## config.mk

```make
export PLATFORM = sky130hd
export DESIGN_NAME = vga_pixel_timing_gen
export DESIGN_NICKNAME = d
export VERILOG_FILES = /design/src/rtl/vga_pixel_timing_gen.sv
export SDC_FILE = /design/constraint.sdc
export NUM_CORES = 1
export LEC_CHECK = 0
export BUFFER_PORTS_ARGS = -buffer_cell sky130_fd_sc_hd__buf_4
export CELL_PAD_IN_SITES_DETAIL_PLACEMENT = 1
export CELL_PAD_IN_SITES_GLOBAL_PLACEMENT = 1
export CORE_ASPECT_RATIO = 1.4
export CORE_MARGIN = 3
export CORE_UTILIZATION = 36
export CTS_CLUSTER_DIAMETER = 80
export DETAILED_ROUTE_END_ITERATION = 10
export GPL_ROUTABILITY_DRIVEN = 1
export GPL_TIMING_DRIVEN = 0
export HOLD_SLACK_MARGIN = 0.1
export PLACE_DENSITY = 0.78
export SKIP_CTS_REPAIR_TIMING = 1
export SLEW_MARGIN = 20
export SYNTH_ARGS = -nofsm -noshare
export SYNTH_HDL_FRONTEND = slang
export SYNTH_SLANG_ARGS = --single-unit
```

## constraint.sdc

```tcl
create_clock -name pixel_clk -period 1.96 [get_ports pixel_clk]
set_input_delay 0.196 -clock pixel_clk [delete_from_list [all_inputs] [get_ports pixel_clk]]
set_output_delay 0.196 -clock pixel_clk [all_outputs]
set_load 0.05 [all_outputs]
```

## src/rtl/vga_pixel_timing_gen.sv

```systemverilog
// vga_pixel_timing_gen: 800x525 raster timing generator with fixed-latency
// pixel fetch and aligned HDMI-side outputs (sync, vde, drawX/drawY, RGB).
// Optional build macro VGA_TEST_PATTERN_EN adds a test_mode input that
// replaces the fetched colour with eight 80-pixel vertical colour bars.
module vga_pixel_timing_gen #(
    parameter int H_ACTIVE  = 640,
    parameter int H_FP      = 16,
    parameter int H_SYNC    = 96,
    parameter int H_BP      = 48,
    parameter int V_ACTIVE  = 480,
    parameter int V_FP      = 10,
    parameter int V_SYNC    = 2,
    parameter int V_BP      = 33,
    parameter int FETCH_LAT = 2
) (
    input  logic        pixel_clk,
    input  logic        arstn,
    input  logic        enable,
`ifdef VGA_TEST_PATTERN_EN
    input  logic        test_mode,
`endif
    output logic [9:0]  fetch_x,
    output logic [9:0]  fetch_y,
    output logic        fetch_valid,
    input  logic [23:0] fetch_rgb,
    output logic        hsync,
    output logic        vsync,
    output logic        vde,
    output logic [9:0]  drawX,
    output logic [9:0]  drawY,
    output logic [7:0]  red,
    output logic [7:0]  green,
    output logic [7:0]  blue,
    output logic        frame_start,
    output logic        line_start
);

    localparam int H_TOTAL = H_ACTIVE + H_FP + H_SYNC + H_BP;
    localparam int V_TOTAL = V_ACTIVE + V_FP + V_SYNC + V_BP;

    localparam logic [9:0] H_LAST_C   = 10'(H_TOTAL - 1);
    localparam logic [9:0] V_LAST_C   = 10'(V_TOTAL - 1);
    localparam logic [9:0] H_ACT_C    = 10'(H_ACTIVE);
    localparam logic [9:0] V_ACT_C    = 10'(V_ACTIVE);
    localparam logic [9:0] HS_BEG_C   = 10'(H_ACTIVE + H_FP);
    localparam logic [9:0] HS_END_C   = 10'(H_ACTIVE + H_FP + H_SYNC);
    localparam logic [9:0] VS_BEG_C   = 10'(V_ACTIVE + V_FP);
    localparam logic [9:0] VS_END_C   = 10'(V_ACTIVE + V_FP + V_SYNC);

    typedef enum logic [1:0] {
        ST_IDLE  = 2'd0,
        ST_RUN   = 2'd1,
        ST_DRAIN = 2'd2
    } state_t;

    // One delay-line slot: everything that must stay aligned with the colour.
    typedef struct packed {
        logic       hs;
        logic       vs;
        logic       vde;
        logic       fs;
        logic       ls;
        logic [9:0] x;
        logic [9:0] y;
    } stage_t;

    localparam stage_t BLANK_C = '{hs: 1'b1, vs: 1'b1, vde: 1'b0, fs: 1'b0,
                                   ls: 1'b0, x: 10'd0, y: 10'd0};

`ifdef VGA_TEST_PATTERN_EN
    function automatic logic [23:0] bar_colour(input logic [9:0] x);
        if (x < 10'd80)       return 24'hFFFFFF;
        else if (x < 10'd160) return 24'hFFFF00;
        else if (x < 10'd240) return 24'h00FFFF;
        else if (x < 10'd320) return 24'h00FF00;
        else if (x < 10'd400) return 24'hFF00FF;
        else if (x < 10'd480) return 24'hFF0000;
        else if (x < 10'd560) return 24'h0000FF;
        else                  return 24'h000000;
    endfunction
`endif

    state_t      state_q, state_d;
    logic [9:0]  hc_q, hc_d;
    logic [9:0]  vc_q, vc_d;
    logic        active_s;
    logic        line_end_s;
    logic        frame_end_s;
    logic        visible_s;
    stage_t      stage0_s;
    stage_t      dl_q [FETCH_LAT];
    stage_t      last_s;
    logic [23:0] rgb_d;

    stage_t      out_q;
    logic [23:0] rgb_q;

    assign line_end_s  = (hc_q == H_LAST_C);
    assign frame_end_s = line_end_s && (vc_q == V_LAST_C);
    assign visible_s   = (hc_q < H_ACT_C) && (vc_q < V_ACT_C);

    // FSM state register
    always_ff @(posedge pixel_clk) begin
        if (!arstn) state_q <= ST_IDLE;
        else        state_q <= state_d;
    end

    // FSM next state: a dropped enable only ends the run at the frame wrap
    always_comb begin
        state_d = state_q;
        case (state_q)
            ST_IDLE: begin
                if (enable) state_d = ST_RUN;
                else        state_d = ST_IDLE;
            end
            ST_RUN, ST_DRAIN: begin
                if (enable)           state_d = ST_RUN;
                else if (frame_end_s) state_d = ST_IDLE;
                else                  state_d = ST_DRAIN;
            end
            default: state_d = ST_IDLE;
        endcase
    end

    // FSM outputs: counters advance in RUN and DRAIN
    always_comb begin
        active_s = 1'b0;
        case (state_q)
            ST_RUN:   active_s = 1'b1;
            ST_DRAIN: active_s = 1'b1;
            ST_IDLE:  active_s = 1'b0;
            default:  active_s = 1'b0;
        endcase
    end

    // Raster counter next value; held at the origin while idle
    always_comb begin
        hc_d = hc_q;
        vc_d = vc_q;
        if (active_s) begin
            if (line_end_s) begin
                hc_d = 10'd0;
                if (vc_q == V_LAST_C) vc_d = 10'd0;
                else                  vc_d = vc_q + 10'd1;
            end else begin
                hc_d = hc_q + 10'd1;
                vc_d = vc_q;
            end
        end else begin
            hc_d = 10'd0;
            vc_d = 10'd0;
        end
    end

    // Raster counter registers
    always_ff @(posedge pixel_clk) begin
        if (!arstn) begin
            hc_q <= 10'd0;
            vc_q <= 10'd0;
        end else begin
            hc_q <= hc_d;
            vc_q <= vc_d;
        end
    end

    assign fetch_x = hc_q;
    assign fetch_y = vc_q;
`ifdef VGA_TEST_PATTERN_EN
    assign fetch_valid = active_s && visible_s && !test_mode;
`else
    assign fetch_valid = active_s && visible_s;
`endif

    // Stage-0 sync/enable terms; idle feeds the blank pattern into the pipe
    always_comb begin
        stage0_s = BLANK_C;
        if (active_s) begin
            stage0_s.hs  = !((hc_q >= HS_BEG_C) && (hc_q < HS_END_C));
            stage0_s.vs  = !((vc_q >= VS_BEG_C) && (vc_q < VS_END_C));
            stage0_s.vde = visible_s;
            stage0_s.fs  = (hc_q == 10'd0) && (vc_q == 10'd0);
            stage0_s.ls  = (hc_q == 10'd0);
            stage0_s.x   = hc_q;
            stage0_s.y   = vc_q;
        end else begin
            stage0_s = BLANK_C;
        end
    end

    // Delay line matching the draw-logic read latency
    always_ff @(posedge pixel_clk) begin
        if (!arstn) begin
            for (int i = 0; i < FETCH_LAT; i++) dl_q[i] <= BLANK_C;
        end else begin
            dl_q[0] <= stage0_s;
            for (int i = 1; i < FETCH_LAT; i++) dl_q[i] <= dl_q[i-1];
        end
    end

    assign last_s = dl_q[FETCH_LAT-1];

    // Colour select: returned data only counts inside the visible region
    always_comb begin
        rgb_d = 24'h000000;
        if (last_s.vde) begin
`ifdef VGA_TEST_PATTERN_EN
            if (test_mode) rgb_d = bar_colour(last_s.x);
            else           rgb_d = fetch_rgb;
`else
            rgb_d = fetch_rgb;
`endif
        end else begin
            rgb_d = 24'h000000;
        end
    end

    // Output registers: timing and colour leave together
    always_ff @(posedge pixel_clk) begin
        if (!arstn) begin
            out_q <= BLANK_C;
            rgb_q <= 24'h000000;
        end else begin
            out_q <= last_s;
            rgb_q <= rgb_d;
        end
    end

    assign hsync       = out_q.hs;
    assign vsync       = out_q.vs;
    assign vde         = out_q.vde;
    assign drawX       = out_q.x;
    assign drawY       = out_q.y;
    assign frame_start = out_q.fs;
    assign line_start  = out_q.ls;
    assign red         = rgb_q[23:16];
    assign green       = rgb_q[15:8];
    assign blue        = rgb_q[7:0];

endmodule

```

Word-level counts from Yosys, hierarchy flattened
Memory sizes are Yosys's and may differ from the RTL's.
Index checks and enable logic that the tools add are counted.

operators by class
  bitwise logic cells = 4
  eq/ne operators = 4
  magnitude comparators = 6
  mux-type cells = 11
  $add $sub $neg = 2
  reduce and logical (&&, ||, !) cells = 15

operator list
  cell                                                                                  number
  25-bit two-way mux                                                                    3
  10-bit by 1-bit adder with 10-bit output, second input constant                       2
  10-bit equality test, second input constant                                           2
  10-bit logical NOT                                                                    2
  10-bit < comparator, second input constant                                            2
  10-bit by 9-bit < comparator with 1-bit output, second input constant                 2
  10-bit greater-or-equal comparator, second input constant                             1
  10-bit by 9-bit greater-or-equal comparator with 1-bit output, second input constant  1
  10-bit two-way mux                                                                    1
  1-bit logical AND                                                                     6
  1-bit two-way mux                                                                     4
  2-bit two-way mux                                                                     2
  2-bit one-hot mux with 2 select lines                                                 1
  2-bit AND reduction                                                                   2
  3-bit OR reduction                                                                    1
  2-bit by 1-bit equality test with 1-bit output, second input constant                 1
  2-bit equality test, second input constant                                            1
  1-bit logical NOT                                                                     2
  2-bit logical NOT                                                                     1
  1-bit NOT                                                                             2
  1-bit OR                                                                              2
  2-bit OR reduction                                                                    1

word-level totals
  memories = 1
  bits in writable memories = 50
  flip-flop bits (word level) = 71

memory list
  name  depth  width  rd ports  clocked after Yosys merged registers in  write ports  line  RTL
  dl_q  2      25     2         0                                        2            91    stage_t dl_q [FETCH_LAT];

Longest topological paths before layout
Gate-level depths: netlist (run 1).

  depth in word-level cells = 5
  gate-level depth with buffers = 7
  depth with buffers taken out = 6

Worst setup path after synthesis (run 1)
No wires, ideal clock.

  kind = flip-flop to flip-flop
  start point = register hc_q[0] (netlist: fetch_x[0])
  end point = register vc_q[6] (netlist: fetch_y[6])
  path buffers = 1
  setup slack = -0.484 ns
  arrival = 2.378 ns
  cell stages (with the launch flop) = 7
  library setup time = 0.066 ns
  cells stage by stage = dfxtp_1 -> ha_1 -> nand4_1 -> or3_4 -> buf_6 -> or4_4 -> a21oi_2

between the ends
  cells in the longest elaborated chain, start to end = 1

ends and longest elaborated chain
  what                      line  RTL
  start: declaration        84    logic [9:0] hc_q, hc_d;
  start signal: assignment  158   hc_q <= 10'd0;
  start signal: assignment  161   hc_q <= hc_d;
  10-bit equality test      98    assign line_end_s = (hc_q == H_LAST_C);
  end signal: assignment    162   vc_q <= vc_d;
  end: declaration          85    logic [9:0] vc_q, vc_d;

Every way passes these cells.
A chain may end at the register's enable or synchronous reset.

Worst setup path after layout (run 1)
  start point = register hc_q[5] (netlist: fetch_x[5])
  end point = register vc_q[7] (netlist: fetch_y[7])

Same word-level chain as after synthesis.

==> results of run 1 <==
[cells in the mapped netlist (all sizes together) (2+ instances only)]
library cell	number
a21oi	5
and2	48
and3	43
and4	3
buf	3
clkbuf	18
dfxtp	121
ha	6
inv	7
nand2	11
nand2b	4
nand3	9
nand4	5
nor2	21
nor3	2
nor4	7
o21ai	5
or3	4
or4	2
xnor2	6
xor2	7
[logic make-up after synthesis]
logic type | after synthesis | share of synthesized area
AOI/OAI and AO/OA | 13 | 0.02143
xor gates and xnor gates | 13 | 0.02999
adders and majority gates | 6 | 0.01978
buffers and inverters | 28 | 0.03362
DFF | 121 | 0.6381
and+or+nand+nor | 165 | 0.2571
[worst max path at each step]
stage	start	slack (ps)	endpoint	cells past startpoint
after CTS	fetch_x[0]$_SDFF_PP0_	-250	fetch_y[0]$_SDFFE_PN0N_	6
after floorplan	fetch_x[5]$_SDFF_PP0_	-50	fetch_y[6]$_SDFFE_PN0N_	7
after global routing	fetch_y[6]$_SDFFE_PN0N_	-60	fetch_valid	3
final	fetch_x[5]$_SDFF_PP0_	30	fetch_y[7]$_SDFFE_PN0N_	4
after global placement	fetch_x[4]$_SDFF_PP0_	-140	fetch_y[2]$_SDFFE_PN0N_	6
after detailed placement	fetch_x[0]$_SDFF_PP0_	-210	fetch_y[0]$_SDFFE_PN0N_	6
[worst max-delay path: cells and delay by family (launching register included)]
family | cells | cell delay [ps]
AOI/OAI and AO/OA | 1 | 120
DFF | 1 | 370
and+or+nand+nor | 3 | 1370
[routing by layer]
metal,part of all wire,up-vias
met3,0.042,11
li1,-,1439
met1,0.38,1496
met5,0,-
met2,0.57,95
met4,0.0097,0
[area by class of cell]
cell class | count | area (um2) | share of cell area
plain buffers | 15 | 61.31 | 0.01078
clock buffers | 22 | 485.5 | 0.08537
clock inverters | 10 | 138.9 | 0.02442
inverters | 7 | 26.28 | 0.004620
multi-input cells | 197 | 1321 | 0.2323
flip-flops and latches | 121 | 2454 | 0.4315
well taps | 135 | 168.9 | 0.02970
repair buffers | 128 | 1031 | 0.1813
[sequential cells by signal (all words and copies together) (netlist names), 2 cells and up]
| signal | cells |
|---|---|
| state_q | 2 |
| rgb_q | 24 |
| dl_q | 50 |
| drawX | 10 |
| fetch_y | 10 |
| fetch_x | 10 |
| drawY | 10 |
[power groups by stage]
stage               clock network, W  registers, W  logic [W]
floorplan                          0       0.00257  0.0000652
global placement                   0       0.00254   0.000184
detailed placement                 0       0.00254   0.000191
CTS                          0.00327       0.00248   0.000196
global route                 0.00344       0.00249   0.000265
finish                       0.00325       0.00249   0.000248
[stage by stage]
stage | power [W] | hold slack, ps | setup slack [ps]
floorplan | 0.002633 | 268.4 | -48.15
global placement | 0.002719 | 369.0 | -141.4
detailed placement | 0.002728 | 374.2 | -209.6
CTS | 0.005950 | -61.17 | -252.7
global route | 0.006192 | 328.6 | -56.93
finish | 0.005989 | 306.5 | 25.76
==> key figures, run 1 <==
Placed design
  – Number of instances in the placed design: 577
  – DP HPWL: 6986 um
  – GPL Wtd Cong: 0.8186
  – Port buffer count: 96
  – Placed inst area: 0.004726 mm2

Pwr
  – Switching part of the total: 0.2109
  – Sequential share of power: 0.415
  – VDD IR max: 641.5 uV
  – Clock power frac: 0.543
  – Lkg Pwr: 2.515 nW
  – Pwr/cell area: 1053 mW/mm2
  – Comb power frac: 0.041
  – P_sw: 0.001263 W
  – Pint: 0.004726 W

Timing
  – # setup viols final: 0
  – Slew Viols, Final: 0
  – Final period util: 0.9869
  – Worst Tran Pin Value: 550.0 ps
  – Setup TNS: 0 ps
  – Slew headroom: 0.6333
  – Maximum clock rate: 0.5170 GHz
  – Setup Skew: 9.248 ps
  – Hold Violations, Final: 0
  – RSZ-0062 raised after global routing: true
  – Final min period: 1934 ps

Routing
  – Drt drc: 0
  – Via density: 4.789
  – Post-DR wirelength/cell: 19.08 um
  – DRT iter0 DRCs: 63
  – Post-route ant nets: 0
  – Via count: 3041
  – Total Routed Length: 12110 um
  – DRT Pass-1 Iters: 4

Cells and area
  – Final Util: 0.5622
  – Net count, final: 520
  – Area grow syn2layout: 49.80%
  – Most common cell after layout, fill and taps aside: dfxtp_1
  – Fin cells: 635
  – Fill cells: 1090
  – Design Area, Final: 0.005687 mm2
  – Ant diodes: 0
  – Share of post-route cells with drive strength above 1: 0.3320
  – Most frequent cells in the layout: 106 x dfxtp_1, 102 x buf_4, 48 x and2_1, 43 x and3_1, 25 x dlygate4sd3_1

GRT
  – Number of global-route vias before repair: 3206
  – GR Util met3: 0.05654
  – Total grt overflow: 0
  – Initial antenna violation count: 0
  – GR Util met2: 0.3381
  – Largest net degree at the start of global routing: 17
  – Met1 track demand over resource: 0.1861
  – First-pass GRT wire length: 16530 um
  – Gr usage total: 0.1821
  – Grt peak-use layer: met2

Setup path
  – WP data arrival: 2280 ps
  – Slowest stage delay, CP: 550 ps
  – Crit. End Element: flip-flop
  – FF-to-FF setup slack: 30 ps
  – Worst EP required: 2300 ps
  – Crit path kind: reg -> reg
  – Crit path launch type: flip-flop
  – CP Cell Sequence: or3_4, or4_4, or3_4, a21oi_2
  – Cell mode on critical path: or3_4
  – Worst path slowest cell: or4_4
  – Max Fanout on Critical Path: 8
  – Reg2reg start: fetch_x[5]$_SDFF_PP0_
  – Crit Reg-Reg Endpoint: fetch_y[7]$_SDFFE_PN0N_
  – Worst R2R Path Depth: 4

Hold path
  – Min-Delay Startpoint: arstn
  – HP Class: in -> reg
  – Min-Delay Endpoint: hsync$_SDFF_PN1_
  – Hold Path Depth: 3

Floorplanning
  – Die X: 92.79 um
  – Starting density of the core: 0.3753
  – I/O pin count: 97
  – Die ar.: 0.01183 mm2
  – Core ar.: 0.01011 mm2
  – Die H: 127.5 um
  – Row cnt: 43

Synth
  – Number of enable flip-flop cells after synthesis: 0
  – Synth warn: 0
  – Post-synth cell types: 34
  – Register area share after synthesis: 0.6381
  – Mean Syn Cell Area: 10.97 um2
  – Ys async rst share: 0
  – Synth Flop Type: dfxtp_1
  – Synth area leader: dfxtp_1
  – Synth top area share: 0.6381
  – Syn_nets: 379
  – Synth Instances: 346
  – Cell Area, Synth: 0.003796 mm2
  – FF+latch count, synth: 121
  – Top area cells in the synthesized netlist: dfxtp_1 64%, and2_1 7.9%, and3_1 7.1%, nor2_1 2.1%, ha_1 2.0%

Clock tree
  – Worst skew pair latency: 410 ps
  – Root buf cell: clkbuf_16
  – Num CTS Buffers: 17
  – Num Clock Sinks: 121
  – Clk slew on worst S/H paths: 60 ps
  – Max Root-Sink Buffers: 2
  – H-tree Lvls: 4
  – CTS tree: built

Outcome
  – Run status: completed

Run
  – Max-Cap Viols: 0
Note: power is estimated with default switching activity, not from simulation.
==> run 2: changes to the inputs <==
GPL_TIMING_DRIVEN = default   (was 0)
==> key figures, run 2 (synthesis results as in run 1) <==
Clock tree
  – Root buf cell: clkbuf_16
  – Num CTS Buffers: 17 (unchanged)
  – Clk slew on worst S/H paths: 50 ps (about the same)
  – Worst skew pair latency: 400 ps (about the same)
  – H-tree Lvls: 4 (unchanged)
  – Max Root-Sink Buffers: 2 (unchanged)
  – Num Clock Sinks: 121 (unchanged)
  – CTS tree: built

Cells and area
  – Most common cell after layout, fill and taps aside: dfxtp_1
  – Design Area, Final: 0.005504 mm2 (-3.2%)
  – Max FFs per register: 50 (unchanged)
  – Area grow syn2layout: 44.99%
  – Reg with most FFs: dl_q
  – Most frequent cells in the layout: 106 x dfxtp_1, 104 x buf_4, 48 x and2_1, 43 x and3_1, 25 x dlygate4sd3_1
  – Net count, final: 508 (-2.3%)
  – Leading registers by flop count: dl_q: 50 flops, rgb_q: 24 flops
  – Fill cells: 1105 (+1.4%)
  – Fin cells: 622 (-2.0%)
  – Ant diodes: 0 (unchanged)
  – Final Util: 0.5442 (-0.01806)
  – Share of post-route cells with drive strength above 1: 0.3265 (-0.005511)

Routing
  – DRT Pass-1 Iters: 4 (unchanged)
  – Post-route ant nets: 0 (unchanged)
  – Drt drc: 0 (unchanged)
  – Met1 wire length: 4092 um (-10%)
  – Post-DR wirelength/cell: 17.15 um (-10%)
  – Via count: 2958 (-2.7%)
  – Highest routed layer: met4
  – Via density: 4.756 (-0.70%)
  – DRT iter0 DRCs: 147 (+130%)
  – Total Routed Length: 10670 um (-12%)
  – Met3 WL: 612 um (+21%)
  – Routed wl met2: 5797 um (-16%)

Setup path
  – Worst EP required: 2290 ps (about the same)
  – Crit path kind: reg -> reg
  – CP Cell Sequence: ha_2, nand4_1, buf_4, nor4_4, or4b_1, a21oi_1
  – FF-to-FF setup slack: 80 ps (+50 ps)
  – Crit Reg-Reg Endpoint: fetch_y[8]$_SDFFE_PN0N_
  – Crit. Startpoint: fetch_x[0]$_SDFF_PP0_
  – Crit path launch type: flip-flop
  – Slowest stage delay, CP: 470 ps (-80 ps)
  – Crit. End Element: flip-flop
  – Max Fanout on Critical Path: 6 (-2)
  – Reg2reg start: fetch_x[0]$_SDFF_PP0_
  – Worst R2R Path Depth: 6 (+2)
  – WP data arrival: 2220 ps (-60 ps)
  – Crit path capture: fetch_y[8]$_SDFFE_PN0N_
  – Worst path slowest cell: or4b_1

Timing
  – Hold Violations, Final: 0 (unchanged)
  – Maximum clock rate: 0.5310 GHz (+2.7%)
  – Setup Skew: 6.468 ps (-2.780 ps)
  – Worst Tran Pin Value: 733.7 ps (+183.7 ps)
  – Slew headroom: 0.5102 (-0.1231)
  – Slew Viols, Final: 0 (unchanged)
  – # setup viols final: 0 (unchanged)
  – Final period util: 0.9607 (-0.02611)
  – Final min period: 1883 ps (-51.17 ps)
  – RSZ-0062 raised after global routing: false

Placed design
  – Number of instances in the placed design: 565 (-2.1%)
  – Port buffer count: 96 (unchanged)
  – GPL Wtd Cong: 0.8630 (+5.4%)
  – DP HPWL: 6203 um (-11%)
  – Placed inst area: 0.004690 mm2 (-0.77%)

GRT
  – Initial antenna violation count: 0 (unchanged)
  – Largest net degree at the start of global routing: 57 (+40)
  – Number of global-route vias before repair: 2880 (-10%)
  – Gr usage total: 0.1553 (-0.02681)
  – Total grt overflow: 0 (unchanged)
  – First-pass GRT wire length: 14240 um (-14%)

Floorplanning
  – I/O pin count: 97 (unchanged)
  – Die X: 92.79 um (unchanged)
  – Die H: 127.5 um (unchanged)
  – Core ar.: 0.01011 mm2 (unchanged)
  – Row cnt: 43 (unchanged)
  – Die ar.: 0.01183 mm2 (unchanged)
  – Starting density of the core: 0.3753 (unchanged)

Pwr
  – VDD IR max: 606.2 uV (-5.5%)
  – Clock power frac: 0.501 (-0.042)
  – Comb power frac: 0.044 (+0.003)
  – Sequential share of power: 0.455 (+0.040)
  – Power, Total: 0.005469 W (-8.7%)
  – Pwr/cell area: 993.6 mW/mm2 (-5.6%)
  – Lkg Pwr: 2.475 nW (-1.6%)
  – P_sw: 0.001153 W (-8.7%)
  – Switching part of the total: 0.2109 (about the same)
  – Pint: 0.004315 W (-8.7%)

Outcome
  – Run status: completed

Hold path
  – HP Class: in -> reg
  – Hold Path Depth: 2 (-1)

Run
  – Max-Cap Viols: 0 (unchanged)
## run 2: cell count changes in the layout (fill, tap and decap cells not counted), sizes merged
cell / delta
inv: -1
buf: +3
clkbuf: -15
bufinv: -3
clkinv: +6
clkinvlp: -3
## run 2: how the worst min path moves through the flow
stage / from / end
6_report: arstn / vsync$_SDFF_PN1_
3_3_place_gp: enable / state_q[1]$_SDFF_PN0_
3_5_place_dp: enable / state_q[1]$_SDFF_PN0_
2_1_floorplan: enable / state_q[1]$_SDFF_PN0_
5_1_grt: arstn / vsync$_SDFF_PN1_
4_1_cts: enable / state_q[1]$_SDFF_PN0_
## run 2: layout make-up
cell class                 count  area, um2  share of cell area
clock buffer                  22      485.5             0.08820
clock inverter                 9      47.55            0.008638
inverter                       7      26.28            0.004774
multi-input combinational    197       1269              0.2305
sequential                   121       2454              0.4458
tap                          135      168.9             0.03069
timing repair buffer         131       1054              0.1914
## run 2: stage by stage
stage | worst slack [ps] | hold WS, ps | setup TNS, ps
6_report | 76.93 | 150.1 | 0
5_1_grt | 20.33 | 164.8 | 0
4_1_cts | -42.56 | -38.32 | -71.63
3_5_place_dp | 7.395 | 388.4 | 0
3_3_place_gp | 145.5 | 377.6 | 0
2_1_floorplan | -48.15 | 268.4 | -60.81
## run 2: per-layer routing
metal	GRT usage	vias up
li1	-	1410
met1	0.1619	1434
met2	0.2775	101
met3	0.06537	13
met4	0.05349	0
met5	0	-
## run 2: power by group through the flow
stage	registers [W]	clock network, W	logic [W]
after floorplan	0.00257	0	0.0000652
after global placement	0.00254	0	0.000181
after detailed placement	0.00254	0	0.000185
after CTS	0.00249	0.00278	0.000187
after global routing	0.00249	0.00291	0.000258
final	0.00249	0.00274	0.000239
## run 2: critical path, delay by kind of cell (launching register included)
kind | cells | cell delay, ps
buffers and inverters | 1 | 220
flip-flops | 1 | 370
AO/OA/AOI/OAI | 1 | 150
AND/OR/NAND/NOR | 3 | 890
adder cells (fa/ha/maj) | 1 | 190
